File: config.mk
export PLATFORM = sky130hd
export DESIGN_NAME = fifo_wr_arbiter_flat
export DESIGN_NICKNAME = d
export VERILOG_FILES = /design/src/rtl/fifo_wr_arbiter_if.sv /design/src/rtl/fifo_wr_arbiter.sv /design/src/flat_wrapper.sv
export SDC_FILE = /design/constraint.sdc
export NUM_CORES = 1
export LEC_CHECK = 0
export ABC_AREA = 1
export CAP_MARGIN = 10
export CELL_PAD_IN_SITES_DETAIL_PLACEMENT = 0
export CELL_PAD_IN_SITES_GLOBAL_PLACEMENT = 1
export CORE_UTILIZATION = 19
export DETAILED_ROUTE_END_ITERATION = 8
export PLACE_DENSITY_LB_ADDON = 0.15
export RECOVER_POWER = 25
export SLEW_MARGIN = 30
export SYNTH_ARGS = -nofsm -noshare
export SYNTH_HDL_FRONTEND = slang
export SYNTH_SLANG_ARGS = --single-unit
File: constraint.sdc
create_clock -name clk -period 1.47 [get_ports clk]
set_input_delay 0.294 -clock clk [delete_from_list [all_inputs] [get_ports clk]]
set_output_delay 0.294 -clock clk [all_outputs]
set_load 0.01 [all_outputs]
File: src/rtl/fifo_wr_arbiter_if.sv
// -----------------------------------------------------------------------------
// fifo_wr_arbiter_if
// Bundles the requester beat handshakes and the FIFO write port that the
// round-robin write arbiter sits between.
//
// Handshake rule, all requesters: a beat moves from requester i on a rising
// clk edge where req_valid[i] and req_ready[i] are both 1. Once req_valid[i]
// is raised it is expected to stay up with stable req_data/req_last until that
// edge. On the FIFO side a write happens on every edge where fifo_wr_en is 1.
// The arbiter never raises fifo_wr_en while fifo_full is 1.
//
// Signals
//   req_valid  [NUM_REQ]             per-requester beat valid
//   req_last   [NUM_REQ]             per-requester final beat of a burst
//   req_data   [NUM_REQ*DATA_WIDTH]  requester i at [i*DATA_WIDTH +: DATA_WIDTH]
//   req_ready  [NUM_REQ]             per-requester beat accept
//   fifo_full                        FIFO cannot take a write this cycle
//   fifo_wr_en                       FIFO write strobe
//   fifo_wdata [DATA_WIDTH]          FIFO write data
//
// Modports
//   master : the side that owns the requesters and the FIFO (environment)
//   slave  : the arbiter
// -----------------------------------------------------------------------------
interface fifo_wr_arbiter_if #(
    parameter int NUM_REQ    = 4,
    parameter int DATA_WIDTH = 32
);
    logic [NUM_REQ-1:0]            req_valid;
    logic [NUM_REQ-1:0]            req_last;
    logic [NUM_REQ*DATA_WIDTH-1:0] req_data;
    logic [NUM_REQ-1:0]            req_ready;
    logic                          fifo_full;
    logic                          fifo_wr_en;
    logic [DATA_WIDTH-1:0]         fifo_wdata;

    modport master (
        output req_valid, req_last, req_data, fifo_full,
        input  req_ready, fifo_wr_en, fifo_wdata
    );

    modport slave (
        input  req_valid, req_last, req_data, fifo_full,
        output req_ready, fifo_wr_en, fifo_wdata
    );
endinterface

File: src/rtl/fifo_wr_arbiter.sv
// -----------------------------------------------------------------------------
// fifo_wr_arbiter
// Round-robin arbiter sharing one FIFO write port between NUM_REQ requesters.
// A grant is locked for a whole burst (until a beat with last, or MAX_BURST
// beats). Beats are forwarded combinationally to the FIFO while fifo_full is 0.
//
// Ports
//   clk, rst_n   clock (rising edge), asynchronous active-low reset
//   bus          fifo_wr_arbiter_if.slave: requester handshakes + FIFO write
//   grant_id     currently granted requester (meaningful while busy)
//   busy         a burst is in progress (registered, state == BURST)
//   burst_cnt    completed bursts, wraps at 0xFFFF
//   forced_rel   one-cycle pulse after a MAX_BURST forced release
//   state_dbg    FSM state for observation: 0 = IDLE, 1 = BURST
// -----------------------------------------------------------------------------
module fifo_wr_arbiter #(
    parameter int NUM_REQ    = 4,
    parameter int DATA_WIDTH = 32,
    parameter int MAX_BURST  = 16,
    localparam int IDW       = (NUM_REQ > 1) ? $clog2(NUM_REQ) : 1,
    localparam int BCW       = $clog2(MAX_BURST + 1)
) (
    input  logic                  clk,
    input  logic                  rst_n,
    fifo_wr_arbiter_if.slave      bus,
    output logic [IDW-1:0]        grant_id,
    output logic                  busy,
    output logic [15:0]           burst_cnt,
    output logic                  forced_rel,
    output logic                  state_dbg
);

    typedef enum logic {IDLE = 1'b0, BURST = 1'b1} state_t;

    state_t          state_q, state_d;
    logic [IDW-1:0]  grant_q, grant_d;
    logic [IDW-1:0]  rr_ptr_q, rr_ptr_d;
    logic [BCW-1:0]  beat_cnt_q, beat_cnt_d;
    logic [15:0]     burst_cnt_q, burst_cnt_d;
    logic            forced_q, forced_d;

    // Per-requester data slices so the granted beat is a plain array select.
    logic [DATA_WIDTH-1:0] req_slice [NUM_REQ];
    for (genvar i = 0; i < NUM_REQ; i++) begin : g_slice
        assign req_slice[i] = bus.req_data[i*DATA_WIDTH +: DATA_WIDTH];
    end

    // Round-robin pick: first valid requester after rr_ptr, wrapping.
    // Walking offsets from far to near lets the nearest one win without a break.
    logic           pick_valid;
    logic [IDW-1:0] pick_id;
    logic [IDW-1:0] idx;
    always_comb begin
        pick_valid = 1'b0;
        pick_id    = '0;
        idx        = '0;
        for (int k = NUM_REQ; k >= 1; k--) begin
            idx = IDW'((int'(rr_ptr_q) + k) % NUM_REQ);
            if (bus.req_valid[idx]) begin
                pick_valid = 1'b1;
                pick_id    = idx;
            end
        end
    end

    logic in_burst, valid_g, last_g, xfer, at_limit;
    assign in_burst = (state_q == BURST);
    assign valid_g  = bus.req_valid[grant_q];
    assign last_g   = bus.req_last[grant_q];
    assign xfer     = in_burst & valid_g & ~bus.fifo_full;
    // The beat now transferring is beat number MAX_BURST of this grant.
    assign at_limit = (beat_cnt_q == BCW'(MAX_BURST - 1));

    always_ff @(posedge clk or negedge rst_n) begin
        if (!rst_n) begin
            state_q     <= IDLE;
            grant_q     <= '0;
            rr_ptr_q    <= IDW'(NUM_REQ - 1);
            beat_cnt_q  <= '0;
            burst_cnt_q <= '0;
            forced_q    <= 1'b0;
        end else begin
            state_q     <= state_d;
            grant_q     <= grant_d;
            rr_ptr_q    <= rr_ptr_d;
            beat_cnt_q  <= beat_cnt_d;
            burst_cnt_q <= burst_cnt_d;
            forced_q    <= forced_d;
        end
    end

    always_comb begin
        state_d     = state_q;
        grant_d     = grant_q;
        rr_ptr_d    = rr_ptr_q;
        beat_cnt_d  = beat_cnt_q;
        burst_cnt_d = burst_cnt_q;
        forced_d    = 1'b0;
        case (state_q)
            IDLE: begin
                if (pick_valid) begin
                    grant_d = pick_id;
                    state_d = BURST;
                end
            end
            BURST: begin
                if (xfer) begin
                    if (last_g || at_limit) begin
                        rr_ptr_d    = grant_q;
                        beat_cnt_d  = '0;
                        burst_cnt_d = burst_cnt_q + 16'd1;
                        state_d     = IDLE;
                        // A limit hit that coincides with last is a normal end.
                        forced_d    = at_limit & ~last_g;
                    end else begin
                        beat_cnt_d = beat_cnt_q + BCW'(1);
                    end
                end
            end
            default: state_d = IDLE;
        endcase
    end

    always_comb begin
        bus.req_ready = '0;
        if (in_burst && !bus.fifo_full) begin
            bus.req_ready[grant_q] = 1'b1;
        end
        bus.fifo_wr_en = xfer;
        bus.fifo_wdata = in_burst ? req_slice[grant_q] : '0;
    end

    assign grant_id   = grant_q;
    assign busy       = in_burst;
    assign burst_cnt  = burst_cnt_q;
    assign forced_rel = forced_q;
    assign state_dbg  = (state_q == BURST);

endmodule

File: src/flat_wrapper.sv
// flat-port wrapper written by rule: the top's interface ports become plain ports
module fifo_wr_arbiter_flat 
#(
    parameter int NUM_REQ    = 4,
    parameter int DATA_WIDTH = 32,
    parameter int MAX_BURST  = 16,
    localparam int IDW       = (NUM_REQ > 1) ? $clog2(NUM_REQ) : 1,
    localparam int BCW       = $clog2(MAX_BURST + 1)
)
  (clk, rst_n, grant_id, busy, burst_cnt, forced_rel, state_dbg, bus_req_valid, bus_req_last, bus_req_data, bus_fifo_full, bus_req_ready, bus_fifo_wr_en, bus_fifo_wdata);
  fifo_wr_arbiter_if #(.NUM_REQ(NUM_REQ), .DATA_WIDTH(DATA_WIDTH)) bus_i ();
  input  logic clk;
  input  logic rst_n;
  output logic [IDW-1:0] grant_id;
  output logic busy;
  output logic [15:0] burst_cnt;
  output logic forced_rel;
  output logic state_dbg;
  input wire logic [$bits(bus_i.req_valid)-1:0] bus_req_valid;
  input wire logic [$bits(bus_i.req_last)-1:0] bus_req_last;
  input wire logic [$bits(bus_i.req_data)-1:0] bus_req_data;
  input wire logic [$bits(bus_i.fifo_full)-1:0] bus_fifo_full;
  output wire logic [$bits(bus_i.req_ready)-1:0] bus_req_ready;
  output wire logic [$bits(bus_i.fifo_wr_en)-1:0] bus_fifo_wr_en;
  output wire logic [$bits(bus_i.fifo_wdata)-1:0] bus_fifo_wdata;
  assign bus_i.req_valid = bus_req_valid;
  assign bus_i.req_last = bus_req_last;
  assign bus_i.req_data = bus_req_data;
  assign bus_i.fifo_full = bus_fifo_full;
  assign bus_req_ready = bus_i.req_ready;
  assign bus_fifo_wr_en = bus_i.fifo_wr_en;
  assign bus_fifo_wdata = bus_i.fifo_wdata;
  fifo_wr_arbiter #(.NUM_REQ(NUM_REQ), .DATA_WIDTH(DATA_WIDTH), .MAX_BURST(MAX_BURST)) u_core (.clk(clk), .rst_n(rst_n), .bus(bus_i), .grant_id(grant_id), .busy(busy), .burst_cnt(burst_cnt), .forced_rel(forced_rel), .state_dbg(state_dbg));
endmodule
* Word-level counts from Yosys, hierarchy flattened
Cells that the tools add are included.
Operators by class: reduce and logical (&&, ||, !) cells 7, add/subtract/negate cells 6, divide/modulo/power cells 0, $mul 0, muxes and demuxes 35, shift-type cells 0, magnitude comparators 7, equal/unequal tests 1, bitwise logic cells 7
Operators by type and width (count):
- $mux 32 | 3
- $bmux 32 s2 | 1
- $mux 1 | 17
- $add 16x1->16 const B | 1
- $lt 2x3->1 const B | 5
- $bmux 1 s2 | 6
- $mux 2 | 4
- $add 5x1->5 const B | 1
- $eq 5x4->1 const B | 1
- $mux 5 | 1
- $add 2x1->2 const B | 2
- $add 2x2->2 const B | 2
- $mux 4 | 1
- $reduce_and 2->1 | 2
- $and 1x1->1 | 3
- $ge 3x3->1 const B | 1
- $not 1->1 | 3
- $not 2->3 | 1
- $reduce_and 3->1 | 1
- $demux 1 s2 | 1
- $ge 2x1->1 const B | 1
- $logic_and 1x1->1 | 2
- $pmux 1 s2 | 1
- $logic_not 1->1 | 1
- $logic_or 1x1->1 | 1
Word-level totals: bits of input ports 139, memory bits (read-only) 0, bits in latches 0, memories 0, memory bits (writable) 0, logic and storage cells 69, output and inout port bits 58, flip-flop bits (word level) 27

* Longest topological paths before layout
Gate-level depths: netlist (run 1).
depth in word-level cells 9, mapped depth 12, mapped depth without buffers 11

* Least setup slack after synthesis (run 1)
Ideal clock, no wire load.
path type reg2out, start register u_core.grant_q[0], in the netlist u_core.grant_id[0], end output port bus_fifo_wdata[10], path buffers 1, data required time 1.176 ns, arrival time 1.385 ns, path slack -0.209 ns, cell stages (with the launch flop) 6, cell sequence dfrtp_1 > inv_2 > nor2_2 > clkbuf_1 > a22oi_1 > a31oi_1
On the way: word-level cells in the longest chain between the ends 5
Ends and longest elaborated chain:
- from (decl) | line fifo_wr_arbiter.sv:36 | logic [IDW-1:0] grant_q, grant_d;
- from (signal assigned) | line fifo_wr_arbiter.sv:84 | grant_q <= grant_d;
- $not 2->3 (implied by the code) | line fifo_wr_arbiter.sv:130 | bus.fifo_wdata = in_burst ? req_slice[grant_q] : '0;
- $bmux 32 s2 | line fifo_wr_arbiter.sv:130
- $mux 32 (implied by the code) (2 in a row) | line fifo_wr_arbiter.sv:130
- $mux 32 | line fifo_wr_arbiter.sv:130
- to (decl) | line flat_wrapper.sv:25 | output wire logic [$bits(bus_i.fifo_wdata)-1:0] bus_fifo_wdata;
No other way between the ends. The select of a mux whose other input is x is not followed.

* Worst setup path in the final report (run 1)
start register u_core.grant_q[0], in the netlist u_core.grant_id[0], end output port bus_fifo_wr_en
On the way: word-level cells in the longest chain between the ends 4
Ends and longest elaborated chain:
- $bmux 1 s2 | line fifo_wr_arbiter.sv:68 | assign valid_g = bus.req_valid[grant_q];
- $mux 1 (implied by the code) | line fifo_wr_arbiter.sv:68
- $and 1x1->1 (2 in a row) | line fifo_wr_arbiter.sv:70 | assign xfer = in_burst & valid_g & ~bus.fifo_full;
- to (decl) | line flat_wrapper.sv:24 | output wire logic [$bits(bus_i.fifo_wr_en)-1:0] bus_fifo_wr_en;
No other way between the ends. The select of a mux whose other input is x is not followed.

==> summary.txt, run 1 <==
VDD IR max: 0.000900 V
I/O pins: 197
clock sink count: 27
post-DR wirelength/cell: 16.9 um
Reg power frac: 0.114
number of distinct library cells after synthesis: 33
GRT Util Overall: 0.196
initial DRC count: 128
internal power: 5.59 mW
CP Launch Type: flip-flop
Arr. time, crit path: 1.69 ns
die area: 0.0138 mm^2
grt total ovfl: 0
final instance area: 0.00613 mm^2
top_reg_cell synth: dfrtp_1
Yosys warning total: 0
Switch Pwr: 4.56 mW
syn_nets: 534
Layout Nets: 811
Lkg Pwr: 2.74 nW
chip width: 117 um
Worst path max stage delay: 0.44 ns
critical path class: reg -> out
Post-CTS Hold Buffers: 0
Fill cells: 1262
area share of the largest cell type after synthesis: 0.247
share of cells above drive strength 1: 0.406
Final ANT Viol Nets: 0
Reg2Reg Depth: 12
GP Congestion: 0.839
max_slew headroom: 0.537
Final Setup Violations: 64
TritonCTS clock tree: yes
post-layout minimum cycle time: 1.99 ns
sequential element share of the synthesized area: 0.268
most frequent CP cell: buf_6
largest net degree at the start of global routing: 30
Min Hold Slack: 0.493 ns
synthesized area: 0.00253 mm^2
crit share post-route: 1.35
Reg area: 686 um^2
top cells by area, synth: dfrtp_1 25%, nand2_1 24%, a22oi_1 10%
worst reg2reg endpoint: u_core.burst_cnt[14]$_DFFE_PN0P_
antenna violations before repair: 1
Max Clk Rate: 503 MHz
input/output buffers: 196
Post-synth EDFFs: 0
hpwl dp: 9560 um
skew final: 0.00254 ns
reg2reg start: u_core.grant_id[1]$_DFFE_PN0P_
total number of vias: 3822
CTS Buffer Depth: 2
DRC: 0
max-slew violations: 0
CP max stage cell: dfrtp_2
Worst Path Required: 1.18 ns
failing checks: setup timing
hold path depth: 2
die height: 117 um
run status: finished, violations left
area leader, netlist: dfrtp_1
WHS Endpoint: u_core.beat_cnt_q[4]$_DFFE_PN0P_
sum of buffers and inverters on the critical path: 4
commonest cells after routing, fill and taps aside: 136 x clkdlybuf4s50_1, 135 x nand2_1, 51 x buf_4, 37 x buf_2, 30 x a31oi_2
post-route setup slack: -0.518 ns
RSZ-0062 raised after global routing: true
Yosys reg bits: 27
hold path startpoint: u_core.beat_cnt_q[4]$_DFFE_PN0P_
measured slew at the worst slew-check pin: 0.694 ns
flop2flop setup slack: -0.42 ns
largest fanout on the critical path: 5
maxcap violations: 0
first-pass GRT wire length: 21200 um
clk root buf: clkbuf_16
final hold viol count: 0
Placed Area: 0.00522 mm^2
Worst Hold Class: reg -> reg
area delta synth->final: 142%
switching part of the total: 0.449
Clock Pin Slew Worst Setup and Hold Paths: 0.07 ns
Rows: 41
Initial Utilization: 0.198
CP Capture Type: primary output
CP top delay family: flip-flops
Layout Utilization: 0.478
fraction of registers with async set/reset: 1.00
multi-input logic area: 0.00217 mm^2
clock latency on the worst-skew pair: 0.27 ns
Pwr per Cell Area: 1650 mW/mm^2
CORE AREA: 0.0128 mm^2
Worst setup startpoint: u_core.grant_id[0]$_DFFE_PN0P_
Comb pwr share: 0.821
Setup TNS Final: -25.80 ns
Post-Syn Instances: 392
commonest non-fill, non-tap cell in the layout: clkdlybuf4s50_1
vias in the first global route: 3752
CP Cell Sequence: buf_6 -> nor2_4 -> buf_6 -> inv_6 -> o22ai_4 -> nor2_4 -> nor2_8 -> buf_6
DR vias/cell: 4.54
Clock H-tree levels: 1
syn avg cell area: 6.46 um^2
Clock power frac: 0.065
DR pass1 iterations: 5
Num CTS Buffers: 3
routed wire length: 14200 um
[metal layers]
metal	track usage	wire length [um]
met1	0.236	5800
met2	0.373	7340
met3	0.0276	764
met4	0.0288	265
met5	0	0
[worst max path at each step]
stage / cells after the start / to
finish: 8 / bus_fifo_wr_en
CTS: 7 / bus_fifo_wdata[20]
floorplan: 11 / u_core.burst_cnt[3]$_DFFE_PN0P_
global placement: 5 / bus_fifo_wr_en
detailed placement: 6 / bus_fifo_wr_en
global route: 8 / bus_fifo_wdata[6]
[cell families after synthesis]
logic type	synth area share
xor+xnor	0.0519
simple gates	0.354
mux	0.00395
buf+inv	0.0864
fa+ha+maj	0.0148
flops	0.268
compound gates	0.221
[cell usage after synthesis (all sizes together), types with 5 or more instances]
cell	count
buf	5
inv	30
o21ai	11
xor2	6
nand2	166
dfrtp	25
a31oi	32
a22oi	34
nor2	24
nand3	17
xnor2	9
clkbuf	15
[final cells by class]
cell class / instances / share of cell area
repair buffers: 290 / 0.463
diodes: 1 / 0.000408
clock inverters: 1 / 0.000816
inverters: 31 / 0.0224
well taps: 172 / 0.0351
flip-flops and latches: 27 / 0.112
multi-input cells: 316 / 0.354
clock buffers: 3 / 0.0122
[worst reg2reg max path: stages, from the launching register on]
cell and delay (ns):
dfrtp_2 0.40, buf_6 0.13, nor2_4 0.05, buf_6 0.13, buf_16 0.14, buf_6 0.11, a22oi_2 0.23, nand3_2 0.16
inv_2 0.12, nor2_4 0.05, buf_6 0.15, nand2_2 0.06, nand2_1 0.04
[state kept, by name (all words and copies together), names as in the netlist]
| signal | cells |
|---|---|
| u_core.rr_ptr_q | 2 |
| u_core.busy | 1 |
| u_core.beat_cnt_q | 5 |
| u_core.grant_id | 2 |
| u_core.forced_rel | 1 |
| u_core.burst_cnt | 16 |
[what timing repair did]
| action | in CTS | in global routing |
|---|---|---|
| gates cloned | 7 | 1 |
| endpoints found under the setup margin | 83 | 69 |
| buffers inserted | 36 | 15 |
| pin swaps | 11 | 32 |
| gates resized for setup | 231 | 75 |
[stage by stage]
step,power (mW),worst slack (ns),instances
after floorplan,4.47,-0.0175,392
after global placement,7.69,-0.632,782
after detailed placement,7.71,-0.644,782
after CTS,9.54,-0.512,828
after global routing,10.8,-0.590,841
final,10.1,-0.518,841
[power by group through the flow]
stage                     Combinational, mW  Clock, mW  Sequential (mW)
after floorplan                        3.27          0             1.20
after global placement                 6.51          0             1.18
after detailed placement               6.53          0             1.18
after CTS                              7.74      0.655             1.14
after global routing                   8.87      0.695             1.20
final                                  8.33      0.660             1.16
Power figures use the tool's default switching activity.
==> inputs of run 2 (changes only) <==
--- a/config.mk
+++ b/config.mk
@@ -9,6 +9,7 @@
 export CAP_MARGIN = 10
 export CELL_PAD_IN_SITES_DETAIL_PLACEMENT = 0
 export CELL_PAD_IN_SITES_GLOBAL_PLACEMENT = 1
+export CORE_MARGIN = 3
 export CORE_UTILIZATION = 19
 export DETAILED_ROUTE_END_ITERATION = 8
 export PLACE_DENSITY_LB_ADDON = 0.15
==> summary.txt, run 2 (synthesized netlist as in run 1, its figures left out) <==
CORE AREA: 0.0128 mm^2
Max Clk Rate: 511 MHz
final hold viol count: 0
clock sink count: 27
max_slew headroom: 0.526
I/O pins: 197
DRC: 0
commonest cells after routing, fill and taps aside: 138 x nand2_1, 135 x clkdlybuf4s50_1, 52 x buf_4, 33 x buf_2, 30 x a31oi_2
DR vias/cell: 4.46
input/output buffers: 196
Worst setup startpoint: u_core.grant_id[0]$_DFFE_PN0P_
first-pass GRT wire length: 20700 um
failing checks: setup timing
CP Capture Type: primary output
hpwl dp: 10100 um
crit share post-route: 1.33
Clock H-tree levels: 1
share of cells above drive strength 1: 0.379
Lkg Pwr: 2.60 nW
worst reg2reg endpoint: u_core.burst_cnt[4]$_DFFE_PN0P_
post-route setup slack: -0.486 ns
clk root buf: clkbuf_16
Final Setup Violations: 63
Final ANT Viol Nets: 0
pre-CTS setup slack: -0.662 ns
Layout Nets: 797
maxcap violations: 0
DR pass1 iterations: 4
Setup TNS Final: -22.60 ns
CP Launch Type: flip-flop
Worst Hold Class: reg -> reg
Initial Utilization: 0.198
total number of vias: 3686
Fill cells: 1274
critical path class: reg -> out
Num CTS Buffers: 3
WHS Endpoint: u_core.beat_cnt_q[4]$_DFFE_PN0P_
CTS Buffer Depth: 2
RSZ-0062 raised after global routing: true
flop2flop setup slack: -0.39 ns
max reg flops: 16
VDD IR max: 0.000652 V
Pwr per Cell Area: 1600 mW/mm^2
hold path depth: 2
die height: 121 um
vias in the first global route: 3660
routed wire length: 14100 um
max-slew violations: 0
antenna violations before repair: 1
Post-CTS Hold Buffers: 0
largest net degree at the start of global routing: 28
Rows: 41
clock latency on the worst-skew pair: 0.26 ns
initial DRC count: 178
run status: finished, violations left
GP Congestion: 0.834
commonest non-fill, non-tap cell in the layout: nand2_1
area delta synth->final: 133%
GRT Util Overall: 0.177
die area: 0.0148 mm^2
grt total ovfl: 0
TritonCTS clock tree: yes
Worst Path Required: 1.18 ns
post-layout minimum cycle time: 1.96 ns
reg2reg start: u_core.grant_id[0]$_DFFE_PN0P_
Clock Pin Slew Worst Setup and Hold Paths: 0.07 ns
largest fanout on the critical path: 6
Reg2Reg Depth: 12
post-DR wirelength/cell: 17.1 um
chip width: 121 um
Arr. time, crit path: 1.66 ns
hold path startpoint: u_core.beat_cnt_q[4]$_DFFE_PN0P_
measured slew at the worst slew-check pin: 0.711 ns
skew final: 0.00275 ns
run 2: cell count changes in the layout (fill, tap and decap cells not counted), moves of 4 or more:
cell / delta
a22oi_2: -7
inv_2: +6
buf_2: -4
inv_4: -5
buf_12: -4
a22oi_1: +7
buf_6: -6
run 2: how the worst max path moves through the flow:
stage | end | slack (ns) | cells after the start
after floorplan | u_core.burst_cnt[3]$_DFFE_PN0P_ | -0.02 | 11
after global placement | bus_fifo_wr_en | -0.65 | 6
after detailed placement | bus_fifo_wr_en | -0.66 | 6
after CTS | bus_fifo_wdata[12] | -0.48 | 7
after global routing | bus_fifo_wr_en | -0.54 | 8
final | bus_fifo_wdata[12] | -0.49 | 7
run 2: critical path, cell delays in order, from the launching register on:
cell	delay, ns
dfrtp_2	0.43
buf_6	0.13
nor2_4	0.15
buf_12	0.14
buf_12	0.12
a22oi_2	0.08
a31oi_2	0.17
buf_2	0.18
run 2: final cells by class:
class                           count  area (um^2)  area share
Clock buffer                        4         78.8      0.0134
Multi-Input combinational cell    317         2160       0.366
Tap cell                          172          215      0.0365
Sequential cell                    27          686       0.116
Timing Repair Buffer              275         2630       0.446
Antenna cell                        1         2.50    0.000424
Inverter                           31          124      0.0210
run 2: per-stage QoR:
step	total power [mW]	hold WS [ns]	instances	util	cell area (um^2)
final	9.40	0.482	827	0.460	5900
after global routing	10.1	0.527	826	0.460	5890
after CTS	9.03	0.430	815	0.440	5640
after detailed placement	7.83	0.479	780	0.408	5230
after global placement	7.78	0.477	780	0.408	5230
after floorplan	4.47	-0.00159	392	-	2780
run 2: repair_timing:
action                                 CTS  global route
endpoints found under the hold margin    0             0
setup endpoints to repair               84            70
pin swaps                               12            15
gates resized for setup                222            61
buffers inserted                        25            12
cloned                                   6             2
run 2: per-layer routing:
layer  vias to the layer above  global-route usage  share of wire  wire length (um)
met3                         8              0.0317          0.069               975
met4                         2              0.0224         0.0069                97
met5                         -                   0        0.00092                13
li1                       1845                   -              -                 -
met1                      1714               0.219           0.40              5620
met2                       117               0.326           0.52              7410
run 2: power breakdown:
group | total [mW] | switching (mW) | internal (mW)
clock | 0.632 | 0.260 | 0.372
sequential | 1.18 | 0.223 | 0.952
combinational | 7.60 | 3.88 | 3.72
==> inputs of run 3 (changes only) <==
--- a/config.mk
+++ b/config.mk
@@ -12,6 +12,7 @@
 export CORE_MARGIN = 3
 export CORE_UTILIZATION = 19
 export DETAILED_ROUTE_END_ITERATION = 8
+export MAX_ROUTING_LAYER = met4
 export PLACE_DENSITY_LB_ADDON = 0.15
 export RECOVER_POWER = 25
 export SLEW_MARGIN = 30
==> summary.txt, run 3 (synthesized netlist as in run 1, its figures left out) <==
antenna violations before repair: 1
largest fanout on the critical path: 6
Setup TNS Final: -23.34 ns
post-DR wirelength/cell: 17.2 um
CP top delay family: buffers and inverters
Worst Hold Class: reg -> reg
hold path startpoint: u_core.beat_cnt_q[4]$_DFFE_PN0P_
DR pass1 iterations: 4
run status: finished, violations left
flop2flop setup slack: -0.39 ns
Layout Nets: 800
Reg2Reg Depth: 12
failing checks: setup timing
Arr. time, crit path: 1.66 ns
commonest cells after routing, fill and taps aside: 136 x nand2_1, 135 x clkdlybuf4s50_1, 53 x buf_4, 33 x buf_2, 30 x a31oi_2
clock sink count: 27
Final Setup Violations: 63
first-pass GRT wire length: 20700 um
post-layout minimum cycle time: 1.96 ns
sum of buffers and inverters on the critical path: 4
Clock Pin Slew Worst Setup and Hold Paths: 0.07 ns
total number of vias: 3706
Max Clk Rate: 511 MHz
Final ANT Viol Nets: 0
critical path class: reg -> out
input/output buffers: 196
routed wire length: 14300 um
GP Congestion: 0.847
Num CTS Buffers: 3
DRC: 0
crit share post-route: 1.33
Final Power: 9.57 mW
max-slew violations: 0
area delta synth->final: 137%
Initial Utilization: 0.198
worst reg2reg endpoint: u_core.burst_cnt[11]$_DFFE_PN0P_
chip width: 121 um
largest net degree at the start of global routing: 28
measured slew at the worst slew-check pin: 0.717 ns
grt total ovfl: 0
GRT Util Overall: 0.181
CP Capture Type: primary output
post-route setup slack: -0.489 ns
Lkg Pwr: 2.66 nW
final hold viol count: 0
CP Cell Sequence: buf_6 -> nor2_4 -> buf_12 -> buf_12 -> a22oi_2 -> a31oi_2 -> buf_2
skew final: 0.00296 ns
max_slew headroom: 0.522
Pwr per Cell Area: 1600 mW/mm^2
CORE AREA: 0.0128 mm^2
CP max stage cell: dfrtp_2
share of cells above drive strength 1: 0.384
clk root buf: clkbuf_16
most frequent CP cell: buf_12
commonest non-fill, non-tap cell in the layout: nand2_1
CTS Buffer Depth: 2
reg2reg start: u_core.grant_id[0]$_DFFE_PN0P_
RSZ-0062 raised after global routing: true
Fill cells: 1257
Post-CTS Hold Buffers: 0
DR vias/cell: 4.46
initial DRC count: 158
maxcap violations: 0
I/O pins: 197
hpwl dp: 10100 um
vias in the first global route: 3657
clock latency on the worst-skew pair: 0.26 ns
WHS Endpoint: u_core.beat_cnt_q[4]$_DFFE_PN0P_
Worst path max stage delay: 0.43 ns
CP Launch Type: flip-flop
TritonCTS clock tree: yes
Worst Path Required: 1.18 ns
die height: 121 um
max reg flops: 16
Clock H-tree levels: 1
Rows: 41
die area: 0.0148 mm^2
pre-CTS setup slack: -0.662 ns
hold path depth: 2
VDD IR max: 0.000655 V
[run 3: cell types whose count changed in the layout (fill, tap and decap cells not counted), sizes merged]
| cell | previous run | this run |
|---|---|---|
| clkbuf | 5 | 7 |
| buf | 116 | 117 |
| diode | 1 | 2 |
[run 3: how the worst max path moves through the flow]
stage | startpoint | cells after the start | slack (ns) | end
floorplan | u_core.beat_cnt_q[0]$_DFFE_PN0P_ | 11 | -0.02 | u_core.burst_cnt[3]$_DFFE_PN0P_
global placement | bus_req_valid[3] | 6 | -0.65 | bus_fifo_wr_en
detailed placement | bus_req_valid[3] | 6 | -0.66 | bus_fifo_wr_en
CTS | u_core.grant_id[0]$_DFFE_PN0P_ | 7 | -0.48 | bus_fifo_wdata[12]
global route | u_core.grant_id[0]$_DFFE_PN0P_ | 7 | -0.54 | bus_fifo_wdata[17]
finish | u_core.grant_id[0]$_DFFE_PN0P_ | 7 | -0.49 | bus_fifo_wdata[12]
[run 3: timing repair]
item | 4_1_cts | 5_1_grt
pin swaps | 12 | 26
gates resized for setup | 222 | 67
setup endpoints to repair | 84 | 70
endpoints found under the hold margin | 0 | 0
cloned | 6 | 4
buffers inserted | 25 | 13
[run 3: area by class of cell]
cell class              count  area, um^2  share of cell area
clock buffers               4        78.8              0.0131
well taps                 172         215              0.0359
diodes                      2        5.00            0.000835
flip-flops and latches     27         686               0.114
multi-input cells         317        2170               0.363
inverters                  31         129              0.0215
repair buffers            278        2710               0.452
[run 3: power breakdown]
group / switching, mW / leakage, nW / internal, mW
clock network: 0.249 / 0.0382 / 0.371
registers: 0.222 / 0.345 / 0.952
logic: 3.92 / 2.27 / 3.85
total: 4.39 / 2.66 / 5.17
[run 3: metal layers]
metal  vias up  global-route usage  part of all wire
li1       1857                   -                 -
met1      1721               0.220              0.40
met2       122               0.325              0.53
met3         6              0.0303             0.069
met4         0              0.0224            0.0065
met5         -                   -                 0
[run 3: stage by stage]
stage / utilization / area, um^2 / hold slack, ns / std cells
2_1_floorplan: - / 2780 / -0.00159 / 392
3_3_place_gp: 0.408 / 5230 / 0.477 / 780
3_5_place_dp: 0.408 / 5230 / 0.479 / 780
4_1_cts: 0.440 / 5640 / 0.430 / 815
5_1_grt: 0.467 / 5990 / 0.527 / 830
6_report: 0.467 / 5990 / 0.482 / 831
[run 3: tightest hold or removal path, delay by kind of cell, from the launching register on]
family / cells / cell delay (ns)
AO/OA/AOI/OAI: 1 / 0.04
AND/OR/NAND/NOR: 1 / 0.06
flip-flops: 1 / 0.34
